`src/rtl/axi_lite_pkg.sv`:
```
// rtl/axi_lite_pkg.sv - shared AXI-Lite constants and BRESP encodings
// Purpose: BRESP encodings and default widths used across the interconnect.
// Ports: none (package).
package axi_lite_pkg;

  localparam int DEF_TRANS_WR_RESP_W = 2;
  localparam int DEF_NUM_MASTERS     = 16;

  typedef enum logic [1:0] {
    BRESP_OKAY   = 2'b00,
    BRESP_EXOKAY = 2'b01,
    BRESP_SLVERR = 2'b10,
    BRESP_DECERR = 2'b11
  } bresp_e;

endpackage

```
`src/rtl/b_dispatcher_m_if.sv`:
```
// rtl/b_dispatcher_m_if.sv - B-channel bundle between one slave and NUM_MASTERS masters
// Purpose: groups the write-response handshake and the one-hot master select.
// Ports (signals):
//   m_axi_bresp_o / m_axi_bvalid_o / m_axi_bready_i : per-master B channel
//   s_axi_bresp_i / s_axi_bvalid_i / s_axi_bready_o : slave B channel
//   Master_ID_Selected_i                            : one-hot destination select
// Modports: slave = the dispatcher, master = the surrounding fabric.
interface b_dispatcher_m_if
  import axi_lite_pkg::*;
#(
  parameter int TRANS_WR_RESP_W = DEF_TRANS_WR_RESP_W,
  parameter int NUM_MASTERS     = DEF_NUM_MASTERS
);

  logic [TRANS_WR_RESP_W*NUM_MASTERS-1:0] m_axi_bresp_o;
  logic [NUM_MASTERS-1:0]                 m_axi_bvalid_o;
  logic [NUM_MASTERS-1:0]                 m_axi_bready_i;
  logic [TRANS_WR_RESP_W-1:0]             s_axi_bresp_i;
  logic                                   s_axi_bvalid_i;
  logic                                   s_axi_bready_o;
  logic [NUM_MASTERS-1:0]                 Master_ID_Selected_i;

  modport slave (
    output m_axi_bresp_o, m_axi_bvalid_o, s_axi_bready_o,
    input  m_axi_bready_i, s_axi_bresp_i, s_axi_bvalid_i, Master_ID_Selected_i
  );

  modport master (
    input  m_axi_bresp_o, m_axi_bvalid_o, s_axi_bready_o,
    output m_axi_bready_i, s_axi_bresp_i, s_axi_bvalid_i, Master_ID_Selected_i
  );

endinterface

```
`src/rtl/onehot_prio_enc.sv`:
```
// rtl/onehot_prio_enc.sv - highest-set-bit encoder with hit and multi-hot flags
// Purpose: MSB-first priority encode of a select vector.
// Ports:
//   vec_i   : input vector (WIDTH bits)
//   idx_o   : index of the highest set bit (0 when vec_i is zero)
//   hit_o   : any bit set
//   multi_o : more than one bit set
module onehot_prio_enc #(
  parameter int WIDTH = 16,
  parameter int IDX_W = (WIDTH > 1) ? $clog2(WIDTH) : 1
) (
  input  logic [WIDTH-1:0] vec_i,
  output logic [IDX_W-1:0] idx_o,
  output logic             hit_o,
  output logic             multi_o
);

  // Ascending scan: the last set bit visited (the highest) wins.
  always_comb begin
    idx_o = '0;
    for (int i = 0; i < WIDTH; i++) begin
      if (vec_i[i]) idx_o = IDX_W'(i);
    end
  end

  assign hit_o = |vec_i;
  // Clearing the lowest set bit leaves something only if two or more were set.
  assign multi_o = |(vec_i & (vec_i - WIDTH'(1)));

endmodule

```
`src/rtl/b_dispatcher_m.sv`:
```
// rtl/b_dispatcher_m.sv - routes one slave's B response to one of NUM_MASTERS masters
// Purpose: forwards bresp/bvalid to the master chosen by the highest set bit of
//   Master_ID_Selected_i and returns that master's bready to the slave.
//   Raises a sticky error flag whenever a multi-hot select is sampled.
// Ports:
//   clk             : system clock, rising edge
//   rst_n           : asynchronous active-low reset
//   bus             : b_dispatcher_m_if.slave (B channels + one-hot select)
//   err_multi_sel_o : sticky multi-hot select flag
// Option: define B_DISPATCHER_REG_SLICE_EN to insert a one-entry register slice.
module b_dispatcher_m
  import axi_lite_pkg::*;
#(
  parameter int TRANS_WR_RESP_W = DEF_TRANS_WR_RESP_W,
  parameter int NUM_MASTERS     = DEF_NUM_MASTERS
) (
  input  logic             clk,
  input  logic             rst_n,
  b_dispatcher_m_if.slave  bus,
  output logic             err_multi_sel_o
);

  localparam int IDX_W = (NUM_MASTERS > 1) ? $clog2(NUM_MASTERS) : 1;

  logic [IDX_W-1:0] sel;
  logic             hit;
  logic             multi;

  logic [TRANS_WR_RESP_W*NUM_MASTERS-1:0] bresp_out;
  logic [NUM_MASTERS-1:0]                 bvalid_out;
  logic                                   bready_out;

  onehot_prio_enc #(
    .WIDTH (NUM_MASTERS),
    .IDX_W (IDX_W)
  ) u_enc (
    .vec_i   (bus.Master_ID_Selected_i),
    .idx_o   (sel),
    .hit_o   (hit),
    .multi_o (multi)
  );

  always_ff @(posedge clk or negedge rst_n) begin
    if (!rst_n) begin
      err_multi_sel_o <= 1'b0;
    end else if (multi) begin
      err_multi_sel_o <= 1'b1;
    end
  end

`ifdef B_DISPATCHER_REG_SLICE_EN

  logic                       full;
  logic [TRANS_WR_RESP_W-1:0] st_bresp;
  logic [NUM_MASTERS-1:0]     st_dest;
  logic                       drain;
  logic                       capture;

  assign drain      = full && |(bus.m_axi_bready_i & st_dest);
  assign bready_out = !full || drain;
  assign capture    = bus.s_axi_bvalid_i && bready_out && hit;

  always_ff @(posedge clk or negedge rst_n) begin
    if (!rst_n) begin
      full     <= 1'b0;
      st_bresp <= '0;
      st_dest  <= '0;
    end else if (capture) begin
      // Covers the simultaneous drain+capture case: the new beat replaces the old.
      full     <= 1'b1;
      st_bresp <= bus.s_axi_bresp_i;
      st_dest  <= NUM_MASTERS'(1) << sel;
    end else if (drain) begin
      full <= 1'b0;
    end
  end

  always_comb begin
    bresp_out  = '0;
    bvalid_out = '0;
    for (int i = 0; i < NUM_MASTERS; i++) begin
      if (full && st_dest[i]) begin
        bvalid_out[i]                                  = 1'b1;
        bresp_out[i*TRANS_WR_RESP_W +: TRANS_WR_RESP_W] = st_bresp;
      end
    end
  end

`else

  // Zero-latency path; bresp follows the select even while bvalid is low.
  always_comb begin
    bresp_out  = '0;
    bvalid_out = '0;
    bready_out = 1'b0;
    if (hit) begin
      bvalid_out[sel]                                    = bus.s_axi_bvalid_i;
      bresp_out[sel*TRANS_WR_RESP_W +: TRANS_WR_RESP_W] = bus.s_axi_bresp_i;
      bready_out                                         = bus.m_axi_bready_i[sel];
    end
  end

`endif

  assign bus.m_axi_bresp_o  = bresp_out;
  assign bus.m_axi_bvalid_o = bvalid_out;
  assign bus.s_axi_bready_o = bready_out;

endmodule

```
`src/flat_wrapper.sv`:
```
// flat-port wrapper written by rule: the top's interface ports become plain ports
module b_dispatcher_m_flat import axi_lite_pkg::*;
#(
  parameter int TRANS_WR_RESP_W = DEF_TRANS_WR_RESP_W,
  parameter int NUM_MASTERS     = DEF_NUM_MASTERS
)
  (clk, rst_n, err_multi_sel_o, bus_m_axi_bresp_o, bus_m_axi_bvalid_o, bus_s_axi_bready_o, bus_m_axi_bready_i, bus_s_axi_bresp_i, bus_s_axi_bvalid_i, bus_Master_ID_Selected_i);
  b_dispatcher_m_if #(.TRANS_WR_RESP_W(TRANS_WR_RESP_W), .NUM_MASTERS(NUM_MASTERS)) bus_i ();
  input  logic clk;
  input  logic rst_n;
  output logic err_multi_sel_o;
  output wire logic [$bits(bus_i.m_axi_bresp_o)-1:0] bus_m_axi_bresp_o;
  output wire logic [$bits(bus_i.m_axi_bvalid_o)-1:0] bus_m_axi_bvalid_o;
  output wire logic [$bits(bus_i.s_axi_bready_o)-1:0] bus_s_axi_bready_o;
  input wire logic [$bits(bus_i.m_axi_bready_i)-1:0] bus_m_axi_bready_i;
  input wire logic [$bits(bus_i.s_axi_bresp_i)-1:0] bus_s_axi_bresp_i;
  input wire logic [$bits(bus_i.s_axi_bvalid_i)-1:0] bus_s_axi_bvalid_i;
  input wire logic [$bits(bus_i.Master_ID_Selected_i)-1:0] bus_Master_ID_Selected_i;
  assign bus_m_axi_bresp_o = bus_i.m_axi_bresp_o;
  assign bus_m_axi_bvalid_o = bus_i.m_axi_bvalid_o;
  assign bus_s_axi_bready_o = bus_i.s_axi_bready_o;
  assign bus_i.m_axi_bready_i = bus_m_axi_bready_i;
  assign bus_i.s_axi_bresp_i = bus_s_axi_bresp_i;
  assign bus_i.s_axi_bvalid_i = bus_s_axi_bvalid_i;
  assign bus_i.Master_ID_Selected_i = bus_Master_ID_Selected_i;
  b_dispatcher_m #(.TRANS_WR_RESP_W(TRANS_WR_RESP_W), .NUM_MASTERS(NUM_MASTERS)) u_core (.clk(clk), .rst_n(rst_n), .bus(bus_i), .err_multi_sel_o(err_multi_sel_o));
endmodule
```
`config.mk`:
```
export PLATFORM = sky130hd
export DESIGN_NAME = b_dispatcher_m_flat
export DESIGN_NICKNAME = d
export VERILOG_FILES = /design/src/rtl/axi_lite_pkg.sv /design/src/rtl/b_dispatcher_m_if.sv /design/src/rtl/onehot_prio_enc.sv /design/src/rtl/b_dispatcher_m.sv /design/src/flat_wrapper.sv
export SDC_FILE = /design/constraint.sdc
export NUM_CORES = 1
export LEC_CHECK = 0
export CORE_ASPECT_RATIO = 1.5
export CORE_UTILIZATION = 50
export DETAILED_ROUTE_END_ITERATION = 8
export DONT_BUFFER_PORTS = 1
export SYNTH_ARGS = -nofsm -noshare
export SYNTH_HDL_FRONTEND = slang
export SYNTH_SLANG_ARGS = --single-unit
```
`constraint.sdc`:
```
create_clock -name clk -period 3.3 [get_ports clk]
set_clock_uncertainty 0.05 [all_clocks]
set_input_delay 0.495 -clock clk [delete_from_list [all_inputs] [get_ports clk]]
set_output_delay 0.495 -clock clk [all_outputs]
set_load 0.02 [all_outputs]
```
==> flow_metrics.tcl, run 1 <==
set metrics [dict create \
    outcome "finished, final reports clean" \
    postSynth.asyncResetShare_pct 100.0 \
    gp_congestion 0.7795 \
    port_buffers 0 \
    power.switching_mw 0.06432 \
    yosysTopAreaCellShare_pct 15.48 \
    synthMuxAreaShare_pct 3.096 \
    endpoint_kind "output pin" \
    drc 0 \
    ys_top_cells_by_area "sky130_fd_sc_hd__nor2_1 (15%), sky130_fd_sc_hd__nor3_1 (6.9%), sky130_fd_sc_hd__ha_1 (5.7%), sky130_fd_sc_hd__inv_1 (3.8%), sky130_fd_sc_hd__nand2_1 (3.8%)" \
    final_period_minus_worst_setup_slack_ns 3.186 \
    die_width_microns 40.14 \
    crit_type "in2out" \
    grt_use_total_pct 28.57 \
    holdCritPathClass "in2async" \
    synth_xor_area_share_pct 0.8028 \
    nets 261 \
    rr_endpoint "u_core.err_multi_sel_o" \
    crit_arrival_ns 2.64 \
    post-cts-setup-buffers 0 \
    antenna_found_initial 0 \
    timing.final.hold_violations 0 \
    slew-limit-headroom_pct 63.27 \
    grt_pass1_vias 1242 \
    place_area_sq_um 1444 \
    share_comb_of_total_power_pct 89.3 \
    rows 20 \
    clock_latency_ns 0 \
    worst_pin_slew_ns 0.5371 \
    p_int_mw 0.05198 \
    dieArea_sq_um 2377 \
    finalSetupViolCount 0 \
    pin_count_of_the_biggest_net_entering_global_routing 9 \
    yosys.area.top_type "sky130_fd_sc_hd__nor2_1" \
    synth_cell_types 48 \
    timing.critical_path.to "bus_m_axi_bresp_o[1]" \
    yosysSeqAreaShare_pct 2.294 \
    post_synth_and_or_nand_nor_area_fraction_pct 52.98 \
    post_synth_fa_ha_maj_area_fraction_pct 7.683 \
    p_leak_nw 0.5597 \
    clkTransAtPathRegs_ns 0 \
    sw_share_pct 55.31 \
    synth-compound-area-share_pct 27.87 \
    timing.final.max_slew_violations 0 \
    detail_route.iter0.violations 37 \
    top_achievable_clock_speed_mhz 313.9 \
    total_power_mw 0.1163 \
    place.detailed.hpwl_microns 2938 \
    max-vdd-ir-drop_mv 0.06340 \
    worst_r2r_startpoint "u_core.err_multi_sel_o" \
    drive_gt1_share_pct 32.26 \
    post_syn_area_sq_um 1091 \
    worstPathRequired_ns 2.75 \
    maxCapViolCount 0 \
    sequential_power_share_pct 10.7 \
    n_antenna_cell 0 \
    area.growth.synth_to_final_pct 34.86 \
    largest_register_ffs 1 \
    io_pins 87 \
    dominant_combinational_cell_family_by_area_after_synthesis "simple AND/OR/NAND/NOR gates" \
    core-area_sq_um 2052 \
    drt.antenna.violating_nets 0 \
    synthFlopType "sky130_fd_sc_hd__dfrtp_1" \
    worst_r2r_path_depth 2 \
    vias_per_cell 6.176 \
    synthMostInstantiatedCell "sky130_fd_sc_hd__nor2_1" \
    rsz0062_at_grt "no" \
    synth_edf_count 0 \
    route.detailed.wl_per_inst_microns 14.67 \
    number_of_search_and_repair_iterations_in_the_first_detailed_routing_pass 4 \
    cell_types_with_the_highest_counts_after_synthesis "sky130_fd_sc_hd__nor2_1 (45), sky130_fd_sc_hd__nor3_1 (15), sky130_fd_sc_hd__inv_1 (11), sky130_fd_sc_hd__nand2_1 (11), sky130_fd_sc_hd__a21oi_1 (8)" \
    clock_power_share_pct 0 \
    die_y_microns 59.21 \
    pwr_density_cell_nw_per_um2 79.04 \
    fin_crit_sh_pct 96.53 \
    start_kind "input port" \
    postLayoutCellArea_sq_um 1471 \
    grt_pass1_wl_microns 5085 \
    ff_latch_count_synth 1 \
    post_synthesis_cells 179 \
    detailedPlace.worstSlack_ns 0.07073 \
    mappedNetlistNets 221 \
    synthesis.yosys.warnings 0 \
    reg.largest.list "u_core.err_multi_sel_o x1" \
    avgSynthCellArea_sq_um 6.095 \
    registers.top_by_ff_count "u_core.err_multi_sel_o" \
    wirelength_microns 3507 \
    ff2ff_setup_slack_ns 2.25 \
    vias 1476 \
    worst-path-max-fanout 7 \
    initial_utilization_pct 53.17 \
    timing.critical_path.from "bus_Master_ID_Selected_i[8]" \
    globalRoute.totalOverflow 0 \
    final_critical_path_setup_slack_ns 0.1144 \
]
layout by cell type, fill, tap and decap left out, drive strengths merged, types with 2 or more instances in the layout:
| cell type | n |
|---|---|
| nor2b | 2 |
| o2111ai | 6 |
| nand3 | 3 |
| a21oi | 8 |
| buf | 41 |
| mux2 | 3 |
| maj3 | 2 |
| o31a | 2 |
| a211oi | 2 |
| and2 | 5 |
| or2 | 3 |
| nand4 | 5 |
| nand2 | 14 |
| nand2b | 4 |
| ha | 5 |
| or4 | 5 |
| nor2 | 46 |
| o211ai | 3 |
| nor3 | 15 |
| o21ai | 7 |
| or3 | 2 |
| nor4 | 7 |
| inv | 11 |
critical path, cell delays in order:
cell and delay [ns]:
sky130_fd_sc_hd__or4_4 0.56, sky130_fd_sc_hd__o21ai_2 0.21, sky130_fd_sc_hd__inv_1 0.07, sky130_fd_sc_hd__nand2_2 0.07, sky130_fd_sc_hd__nor2_1 0.05, sky130_fd_sc_hd__ha_1 0.35
sky130_fd_sc_hd__nor4bb_1 0.30, sky130_fd_sc_hd__nand3_1 0.14, sky130_fd_sc_hd__nor4_1 0.20, sky130_fd_sc_hd__buf_4 0.19
cell type report:
| type | count | area [sq um] |
|---|---|---|
| fill | 186 | 580.6 |
| inverter | 12 | 45.04 |
| multi-input combinational | 163 | 1066 |
| sequential | 1 | 25.02 |
| tap | 22 | 27.53 |
| timing repair buffer | 41 | 307.8 |
routing by layer:
layer	track usage (%)	part of all wire, %	vias to the layer above	routed length [microns]
met5	0	0	-	0
met4	3.448	0.80	0	28
met3	2.256	5.6	2	195
met2	55.99	57	57	1985
met1	31.41	37	674	1298
li1	-	-	743	-
cells by family (layout without fill, tap and decap cells):
kind of cell             count (synthesis)  count (layout)
flip-flops                               1               1
adder cells (fa/ha/maj)                  7               7
multiplexers                             3               3
AND/OR/NAND/NOR                        113             113
AO/OA/AOI/OAI                           39              39
buffers and inverters                   15              53
XOR/XNOR                                 1               1
metrics by stage:
| step | TNS, ns | hold WS (ns) | cells | util, % |
|---|---|---|---|---|
| after detailed placement | 0 | 0.1494 | 239 | 70.37 |
| after CTS | 0 | 0.1494 | 239 | 70.37 |
| after global placement | 0 | 0.1494 | 239 | 70.37 |
| after global routing | 0 | 0.1494 | 239 | 71.71 |
| final | 0 | 0.1494 | 239 | 71.71 |
| after floorplan | -0.4282 | 0.1494 | 179 | - |
power by group through the flow:
stage               registers [mW]  logic (mW)  clock network (mW)
floorplan                   0.0125      0.0776                   0
global placement            0.0125      0.0985                   0
detailed placement          0.0125       0.101                   0
CTS                         0.0125       0.101                   0
global route                0.0125       0.114                   0
finish                      0.0125       0.104                   0
how the worst min path moves through the flow:
stage | to | slack (ns) | cells past startpoint | start
6_report | u_core.err_multi_sel_o | 0.15 | 0 | rst_n
5_1_grt | u_core.err_multi_sel_o | 0.15 | 0 | rst_n
4_1_cts | u_core.err_multi_sel_o | 0.15 | 0 | rst_n
3_5_place_dp | u_core.err_multi_sel_o | 0.15 | 0 | rst_n
3_3_place_gp | u_core.err_multi_sel_o | 0.15 | 0 | rst_n
2_1_floorplan | u_core.err_multi_sel_o | 0.15 | 0 | rst_n
timing repair:
item                       4_1_cts  5_1_grt
hold endpoints to repair         0        0
resized for setup                0        5
setup endpoints to repair        0       14
hold buffers                     0        0
Power figures use the tool's default switching activity.
==> run 2: changes to the inputs <==
--- a/config.mk
+++ b/config.mk
@@ -6,4 +6,5 @@
 export NUM_CORES = 1
 export LEC_CHECK = 0
+export ABC_CLOCK_PERIOD_IN_PS = 3300
 export CORE_ASPECT_RATIO = 1.5
 export CORE_UTILIZATION = 50
==> constraint.sdc (replaced) <==
create_clock -name clk -period 3.3 [get_ports clk]
set_clock_uncertainty 0.05 [all_clocks]
set_input_delay 0.99 -clock clk [delete_from_list [all_inputs] [get_ports clk]]
set_output_delay 0.99 -clock clk [all_outputs]
set_load 0.02 [all_outputs]
==> run 2 against run 1 <==
Against the previous run:
- the run now fails in detailed placement (3_5_place_dp)
- synthesized cell count unchanged
- area after synthesis unchanged
==> flow_metrics.tcl, run 2 <==
set metrics [dict create \
    yosysTopAreaCellShare_pct 15.48 \
    yosysSeqAreaShare_pct 2.294 \
    flow.stopped_at "detailed placement (3_5_place_dp)" \
    cell_types_with_the_highest_counts_after_synthesis "sky130_fd_sc_hd__nor2_1 (45), sky130_fd_sc_hd__nor3_1 (15), sky130_fd_sc_hd__inv_1 (11), sky130_fd_sc_hd__nand2_1 (11), sky130_fd_sc_hd__a21oi_1 (8)" \
    synthFlopType "sky130_fd_sc_hd__dfrtp_1" \
    ff_latch_count_synth 1 \
    avgSynthCellArea_sq_um 6.095 \
    port_buffers 0 \
    synth_edf_count 0 \
    die_y_microns 59.21 \
    io_pins 87 \
    initial_utilization_pct 53.17 \
    post_syn_area_sq_um 1091 \
    postSynth.asyncResetShare_pct 100.0 \
    outcome "stopped before the end" \
    mappedNetlistNets 221 \
    ys_top_cells_by_area "sky130_fd_sc_hd__nor2_1 (15%), sky130_fd_sc_hd__nor3_1 (6.9%), sky130_fd_sc_hd__ha_1 (5.7%), sky130_fd_sc_hd__inv_1 (3.8%), sky130_fd_sc_hd__nand2_1 (3.8%)" \
    synthesis.yosys.warnings 0 \
    post_synthesis_cells 179 \
    synth_cell_types 48 \
    gp_congestion 0.8663 \
    die_width_microns 40.14 \
    rows 20 \
    yosys.area.top_type "sky130_fd_sc_hd__nor2_1" \
    synthMostInstantiatedCell "sky130_fd_sc_hd__nor2_1" \
    toolErrorMsg "[ERROR DPL-0038] Utilization greater than 100%, impossible to legalize" \
]
[run 2: cells by family after synthesis]
group	Yosys count	synth area share, %
and+or+nand+nor	113	52.98
AOI/OAI and AO/OA	39	27.87
buffers and inverters	15	5.275
adders and majority gates	7	7.683
muxes	3	3.096
xor gates and xnor gates	1	0.8029
DFF	1	2.293
[run 2: stage by stage]
stage	setup slack (ns)	instances	TNS [ns]
after global placement	-0.6363	249	-19.92
after floorplan	-0.8208	179	-21.07
==> run 3: changes to the inputs <==
CORE_AREA = 2 2 63 65   (was not set)
CORE_ASPECT_RATIO = not set   (was 1.5)
CORE_UTILIZATION = not set   (was 50)
DIE_AREA = 0 0 65 67   (was not set)
PLACE_DENSITY_LB_ADDON = 0.15   (was not set)
==> run 3 against run 2 <==
Against the previous run:
- the flow now finishes, with violations (negative setup slack)
==> flow_metrics.tcl, run 3 (same netlist as run 1, synthesis figures left out) <==
set metrics [dict create \
    worst-path-max-fanout 6 \
    critical_path.cell_chain "or2_4, nor2_4, a311oi_2, or2_4, buf_6, ha_4, nor4bb_2, nand3_1, nor4_2, buf_4" \
    grt_pass1_wl_microns 8052 \
    io_pins 87 \
    most_frequent_standard_cell_in_the_layout_excluding_fill_and_tap_cells "sky130_fd_sc_hd__buf_4" \
    detailedPlace.worstSlack_ns -0.7550 \
    final_critical_path_setup_slack_ns -0.8551 \
    pwr_density_cell_nw_per_um2 95.78 \
    tns_ns -22.54 \
    antenna_found_initial 0 \
    outcome "finished with violations" \
    initial_utilization_pct 30.26 \
    cts_hold_buf 0 \
    finalSetupViolCount 46 \
    detail_route.iter0.violations 55 \
    pin_count_of_the_biggest_net_entering_global_routing 9 \
    place.detailed.hpwl_microns 3963 \
    largest_register_ffs 1 \
    number_of_search_and_repair_iterations_in_the_first_detailed_routing_pass 4 \
    port_buffers 0 \
    multi_input_comb_area_sq_um 1797 \
    max-vdd-ir-drop_mv 0.07144 \
    nets 301 \
    crit_arrival_ns 3.12 \
    worst_pin_slew_ns 0.5059 \
    die_width_microns 65 \
    registers.top_by_ff_count "u_core.err_multi_sel_o" \
    route.detailed.wl_per_inst_microns 17.27 \
    area.growth.synth_to_final_pct 148.4 \
    maxCapViolCount 0 \
    gp_congestion 0.8553 \
    slowest_stage "sky130_fd_sc_hd__or2_4" \
    n_antenna_cell 0 \
    drive_gt1_share_pct 71.98 \
    wirelength_microns 5267 \
    reg.largest.list "u_core.err_multi_sel_o x1" \
    layout.cells.most_common_list "sky130_fd_sc_hd__buf_4 (52), sky130_fd_sc_hd__nor2_4 (33), sky130_fd_sc_hd__buf_6 (22)" \
    die_y_microns 67 \
    timing.final.max_slew_violations 0 \
    p_leak_nw 0.9733 \
    rsz0062_at_grt "yes" \
    critical_path_s_most_frequent_cell "sky130_fd_sc_hd__or2_4" \
    clkTransAtPathRegs_ns 0 \
    top_achievable_clock_speed_mhz 240.7 \
    worstPathRequired_ns 2.26 \
    start_kind "input port" \
    fillCellCount 242 \
    endpoint_kind "output pin" \
    grt_pass1_vias 1736 \
    globalRoute.totalOverflow 0 \
    timing.final.hold_violations 0 \
    holdCritPathClass "in2async" \
    crit_type "in2out" \
    drt.antenna.violating_nets 0 \
    drc 0 \
    critical_path.max_stage_delay_ns 0.32 \
    fin_crit_sh_pct 125.9 \
    dieArea_sq_um 4355 \
    register_area_sq_um 25.02 \
    vias 1710 \
    core-area_sq_um 3606 \
    final_period_minus_worst_setup_slack_ns 4.155 \
    vias_per_cell 5.607 \
    slew-limit-headroom_pct 66.26 \
    rows 22 \
    failed_checks "negative setup slack" \
    clock_latency_ns 0 \
    grt_use_total_pct 22.84 \
]
==> run 3: final timing paths <==
kind	cells after the start	from	slack [ns]	end
min in group clk	2	u_core.err_multi_sel_o	0.64	u_core.err_multi_sel_o
max in group asynchronous	0	rst_n	2.49	u_core.err_multi_sel_o
hold reg to reg	2	u_core.err_multi_sel_o	0.64	u_core.err_multi_sel_o
setup / recovery	10	bus_Master_ID_Selected_i[13]	-0.86	bus_m_axi_bresp_o[0]
setup reg to reg	2	u_core.err_multi_sel_o	2.13	u_core.err_multi_sel_o
hold / removal	0	rst_n	0.64	u_core.err_multi_sel_o
==> run 3: metrics by stage <==
step                      instances  cell area, sq um  power (mW)  hold WS, ns  util (%)
final                           305              2710      0.2596       0.6395     75.16
after global routing            305              2710      0.2748       0.6444     75.16
after CTS                       288              2464      0.2325       0.6336     68.32
after detailed placement        277              2145      0.1924       0.6317     59.47
after global placement          277              2145      0.1891       0.5966     59.47
after floorplan                 179              1742      0.1439       0.5639         -
==> run 3: critical path, delay by kind of cell <==
kind	cells	cell delay, ns
simple gates	6	1.46
compound gates	1	0.09
fa+ha+maj	1	0.24
buf+inv	2	0.33
==> run 3: layout make-up <==
class	instances	area share (%)
Sequential cell	1	0.9234
Timing Repair Buffer	81	28.35
Multi-Input combinational cell	163	66.30
Tap cell	48	2.216
Inverter	12	2.216
==> run 3: per-layer routing <==
layer	routed length (microns)	global-route usage [%]	vias to the layer above
met5	0	0	-
met4	70	2.128	0
met3	245	2.872	8
met2	3046	47.42	60
met1	1904	25.03	813
li1	-	-	829
==> run 3: power by group <==
group	total, mW	internal (mW)	switching, mW
Clock	0	0	0
Combinational	0.247	0.121	0.126
Sequential	0.0125	0.0125	0
Total	0.260	0.133	0.126
==> run 3: timing repair <==
item                       4_1_cts  5_1_grt
pin swaps                       36       39
setup endpoints to repair       49       49
setup buffers                   11       20
resized for setup               41       29
cloned                           0        0
